--- config.mk ---
export PLATFORM = sky130hd
export DESIGN_NAME = fw_rv_buf
export DESIGN_NICKNAME = d
export VERILOG_FILES = /design/src/rtl/fw_rv_buf_pkg.sv /design/src/rtl/fw_rv_buf_stage.sv /design/src/rtl/fw_rv_buf.sv
export SDC_FILE = /design/constraint.sdc
export NUM_CORES = 1
export LEC_CHECK = 0
export CORE_MARGIN = 10
export CORE_UTILIZATION = 44
export CTS_CLUSTER_DIAMETER = 100
export CTS_CLUSTER_SIZE = 24
export DETAILED_ROUTE_END_ITERATION = 8
export PLACE_DENSITY_LB_ADDON = 0.08
export SLEW_MARGIN = 20
export SYNTH_ARGS = -nofsm -noshare
export SYNTH_HDL_FRONTEND = slang
export SYNTH_HIERARCHICAL = 1
export SYNTH_SLANG_ARGS = --single-unit
--- constraint.sdc ---
create_clock -name clk -period 1.57 [get_ports clk]
set_input_delay 0.314 -clock clk [delete_from_list [all_inputs] [get_ports clk]]
set_output_delay 0.314 -clock clk [all_outputs]
set_load 0.01 [all_outputs]
--- src/rtl/fw_rv_buf_pkg.sv ---
// Occupancy encoding shared by the forward/skid buffer and its bench.
package fw_rv_buf_pkg;
  typedef logic [1:0] occ_t;

  localparam occ_t OCC_EMPTY = 2'd0;
  localparam occ_t OCC_ONE   = 2'd1;
  localparam occ_t OCC_FULL  = 2'd2;
endpackage

--- src/rtl/fw_rv_buf_stage.sv ---
// WIDTH-bit load-enabled data register, async active-low reset to zero.
module fw_rv_buf_stage #(
  parameter int WIDTH = 8
) (
  input  logic             clk,
  input  logic             rst_n,
  input  logic             i_ld,
  input  logic [WIDTH-1:0] i_d,
  output logic [WIDTH-1:0] o_q
);
  logic [WIDTH-1:0] r_q;

  always_ff @(posedge clk or negedge rst_n) begin
    if (!rst_n)    r_q <= '0;
    else if (i_ld) r_q <= i_d;
  end

  assign o_q = r_q;
endmodule

--- src/rtl/fw_rv_buf.sv ---
// Two-entry forward/skid buffer for a valid/ready stream; all handshake outputs decode from state.
// Optional occupancy port o_count is enabled by defining FW_RV_BUF_COUNT_EN.
module fw_rv_buf
  import fw_rv_buf_pkg::*;
#(
  parameter int WIDTH = 8
) (
  input  logic             clk,
  input  logic             rst_n,
  input  logic [WIDTH-1:0] i_dat,
  input  logic             i_valid,
  output logic             i_ready,
  output logic [WIDTH-1:0] o_dat,
  output logic             o_valid,
  input  logic             o_ready
`ifdef FW_RV_BUF_COUNT_EN
  ,output logic [1:0]      o_count
`endif
);
  occ_t             r_occ;
  occ_t             w_occ;
  occ_t             w_nxt;
  logic             w_acc;
  logic             w_dlv;
  logic             w_ld_main;
  logic             w_ld_skid;
  logic [WIDTH-1:0] w_main_d;
  logic [WIDTH-1:0] w_main_q;
  logic [WIDTH-1:0] w_skid_q;

  // The unused code 3 behaves as empty so a corrupted state self-heals.
  assign w_occ   = (r_occ == OCC_ONE || r_occ == OCC_FULL) ? r_occ : OCC_EMPTY;
  assign i_ready = (w_occ != OCC_FULL);
  assign o_valid = (w_occ != OCC_EMPTY);
  assign o_dat   = w_main_q;
  assign w_acc   = i_valid && i_ready;
  assign w_dlv   = o_valid && o_ready;

  always_comb begin
    w_nxt     = w_occ;
    w_ld_main = 1'b0;
    w_ld_skid = 1'b0;
    case (w_occ)
      OCC_EMPTY: begin
        if (w_acc) begin
          w_ld_main = 1'b1;
          w_nxt     = OCC_ONE;
        end
      end
      OCC_ONE: begin
        if (w_acc && w_dlv) begin
          w_ld_main = 1'b1;
        end else if (w_acc) begin
          w_ld_skid = 1'b1;
          w_nxt     = OCC_FULL;
        end else if (w_dlv) begin
          w_nxt     = OCC_EMPTY;
        end
      end
      OCC_FULL: begin
        if (w_dlv) begin
          w_ld_main = 1'b1;
          w_nxt     = OCC_ONE;
        end
      end
      default: w_nxt = OCC_EMPTY;
    endcase
  end

  // When full the main register refills from the skid, otherwise from the input.
  assign w_main_d = (w_occ == OCC_FULL) ? w_skid_q : i_dat;

  always_ff @(posedge clk or negedge rst_n) begin
    if (!rst_n) r_occ <= OCC_EMPTY;
    else        r_occ <= w_nxt;
  end

  fw_rv_buf_stage #(.WIDTH(WIDTH)) u_main (
    .clk   (clk),
    .rst_n (rst_n),
    .i_ld  (w_ld_main),
    .i_d   (w_main_d),
    .o_q   (w_main_q)
  );

  fw_rv_buf_stage #(.WIDTH(WIDTH)) u_skid (
    .clk   (clk),
    .rst_n (rst_n),
    .i_ld  (w_ld_skid),
    .i_d   (i_dat),
    .o_q   (w_skid_q)
  );

`ifdef FW_RV_BUF_COUNT_EN
  assign o_count = r_occ;
`endif
endmodule

==> impl_results.md <==
* Leak at 0.000745 uW
* Final WS setup at -178 ps
* Max Clock Skew at 11.9 ps
* CTS tree: done
* Grt ovf at 0
* Total CTS buffers at 3
* Post-DP HPWL at 1590 microns
* Hold WC Path Type: in -> async
* Area fraction in compound gates after synthesis at 0.0583
* Core area at 0.00219 sq mm
* Worst Tran Pin Value at 232 ps
* DR WL/cell at 15.7 microns
* DIE WIDTH at 67.9 microns
* Antenna diodes at 0
* Status: complete, but fails checks
* Num Clock Sinks at 18
* Worst reg-to-reg path cell count at 8
* Worst r2r dst: u_main/o_q[3]
* WP depth at 8
* Global-route wire length before repair at 3790 microns
* Starting Density at 0.460
* GR Util All Layers at 0.106
* Worst reg2reg startpoint: r_occ[1]
* Sw frac at 0.327
* Filler cell count at 146
* Unrepaired setup endpoints after global routing: yes
* Post-synthesis sequential area ratio at 0.447
* Critical path arrival at 1920 ps
* Post-Synth Adder-Cell Area at 0.0496
* Crit-path cells: buf_4 -> ha_4 -> nor2b_4 -> nand2_2 -> o21ai_2 -> a32o_2 -> buf_12 -> mux2_4
* VDD IR max at 0.00117 V
* Critical path class: reg -> reg
* Sw power at 1020 uW
* Drt drc at 0
* Netlist cell types at 17
* Slowest-stage cell, CP: dfrtp_1
* Sequential share of power at 0.267
* Minimum clock period at 1750 ps
* Area Growth Syn to Fin at 54.1%
* Relative slew slack at 0.845
* DR vias at 709
* Largest net degree at the start of global routing at 19
* Die H at 67.9 microns
* Number of global-route vias before repair at 783
* Maximum fanout along the worst path at 8
* Hold Violations, Final at 0
* Clk buf depth at 2
* Mapped Nets at 89
* Fin crit share at 1.11
* H-tree Lvls at 1
* Fin area at 0.00155 sq mm
* Place WS at -342 ps
* Combinational power share at 0.643
* Post-DRT Antenna Nets at 0
* Rows at 17
* Seq. cell area at 450 sq um
* DRT Pass-1 Iters at 2
* Failing checks: negative setup slack
* Placed cell area at 0.00140 sq mm
* R2R Setup Slk at -180 ps
* Max_cap viols at 0
* Routed wire length at 2310 microns
* Total die area at 0.00461 sq mm
* Yosys warnings at 6
* Internal at 2100 uW
* Startpoint types: flip-flop
* Setup violators final at 17
* Mapped cell area at 0.00101 sq mm
* Syn Area/Cell at 13.8 sq um
* Pins Over Slew Limit at 0
* Main combinational cell family by area after synthesis: multiplexers
* Proportion of layout cells with a drive suffix above 1 at 0.605
* Clock power share at 0.090
* CTS Hold Buffers Added at 0
* Simple-gate share of the synthesized area at 0.0695
* Yosys reg bits at 18
* Pwr/cell area at 2010 mW/mm^2
* Finished Core Util at 0.709
* Worst Path Required at 1740 ps
* Clk_lat worst skew at 290 ps
* Routability cong. at 0.776
* CTS clk-pin slew, worst paths at 110 ps
* Final #Nets at 136
* Vias per cell at 4.82
* Clk root buf: clkbuf_4
* Multi-input logic area at 597 sq um
* I/O Buffers at 21
* Setup crit end kind: flip-flop
* Post-synthesis mux area share at 0.328
* Initial antenna violation count at 0
* CP peak stage delay at 390 ps
* Max Clk Rate at 572 MHz
* I/O Pins at 22
* XOR/XNOR Fraction of Synth Area at 0
* Bufs and invs on worst path at 2
* Initial DRC count at 22
* Post-synthesis cell count at 73
* Delay-heaviest family, CP: flip-flops
-- how the worst max path moves through the flow --
stage                  start       endpoint  slack, ps
CTS                 r_occ[1]  u_main/o_q[6]       -160
floorplan           r_occ[0]  u_main/o_q[0]        -70
global placement     i_valid  u_skid/o_q[4]       -360
finish              r_occ[1]  u_main/o_q[3]       -180
global route        r_occ[1]  u_main/o_q[6]       -260
detailed placement   i_valid  u_skid/o_q[4]       -340
-- worst reg2reg max path, delay by kind of cell (launching register included) --
kind                       cells  cell delay, ps
buffers and inverters          2             280
and+or+nand+nor                2             210
muxes                          1             300
AOI/OAI and AO/OA              2             310
adders and majority gates      1             160
DFF                            1             390
-- cell families (layout without fill, tap and decap cells) --
| logic type | after synthesis | after routing |
|---|---|---|
| muxes | 24 | 24 |
| DFF | 18 | 18 |
| buffers and inverters | 7 | 53 |
| adders and majority gates | 4 | 4 |
| and+or+nand+nor | 12 | 12 |
| AOI/OAI and AO/OA | 8 | 8 |
-- Yosys cell counts (all sizes together) --
library cell	number	area (sq um)
o21ai	4	20.0
a21oi	1	5.00
inv	4	15.0
dfrtp	18	450
o2bb2ai	1	15.0
and3	1	6.26
nand3	2	10.0
a32o	1	10.0
buf	3	33.8
nor2	2	7.51
nand2	4	15.0
ha	4	50.1
mux2	24	330
nor2b	3	31.3
a32oi	1	8.76
-- placed cells by master, fill, tap and decap left out --
cell	n
buf_4	19
dfrtp_1	18
mux2_4	16
clkdlybuf4s50_1	14
mux2_2	8
dlymetal6s2s_1	5
ha_4	4
buf_6	4
o21ai_0	3
nand2_2	3
clkbuf_4	3
inv_1	2
nor2b_4	2
nand3_1	2
inv_2	2
buf_2	2
nor2b_2	1
o2bb2ai_2	1
a32oi_2	1
a21oi_1	1
nand2_1	1
and3_4	1
nor2_1	1
o21ai_2	1
a32o_2	1
nor2_4	1
clkbuf_8	1
buf_12	1
-- power groups by stage --
stage	clock network, uW	registers [uW]	logic, uW
floorplan	0	876	1080
global placement	0	849	1770
detailed placement	0	852	1800
CTS	285	832	1940
global route	316	872	2160
finish	279	834	2010
-- metrics by stage --
stage               std cells  setup TNS (ps)  total power (uW)  hold slack (ps)
finish                    147           -2040              3120              329
global route              147           -3550              3350              344
CTS                       145           -1780              3060              337
detailed placement        136           -5230              2650              491
global placement          136           -5150              2620              489
floorplan                  73            -554              1960             18.4
-- final cells by class --
| cell class | count | area share |
|---|---|---|
| Inverter | 4 | 0.00966 |
| Timing Repair Buffer | 45 | 0.271 |
| Sequential cell | 18 | 0.290 |
| Clock buffer | 4 | 0.0233 |
| Multi-Input combinational cell | 48 | 0.384 |
| Tap cell | 28 | 0.0225 |
-- timing repair --
action,4_1_cts,5_1_grt
setup buffers,5,3
pin swaps,0,3
endpoints found under the hold margin,0,0
endpoints found under the setup margin,19,25
resized for setup,15,14
-- per-layer routing --
layer  vias up  routed length (microns)  track usage
met5         -                        0            0
met4         0                       27       0.0226
met3         4                      124       0.0424
met2        14                     1140        0.180
met1       344                     1020        0.125
li1        347                        -            -
-- sequential cells by signal, summed over array words and instances (netlist names) --
name,cells
r_occ,2
u_skid/o_q,8
u_main/o_q,8
No activity file was read; power rests on OpenSTA's default activity.
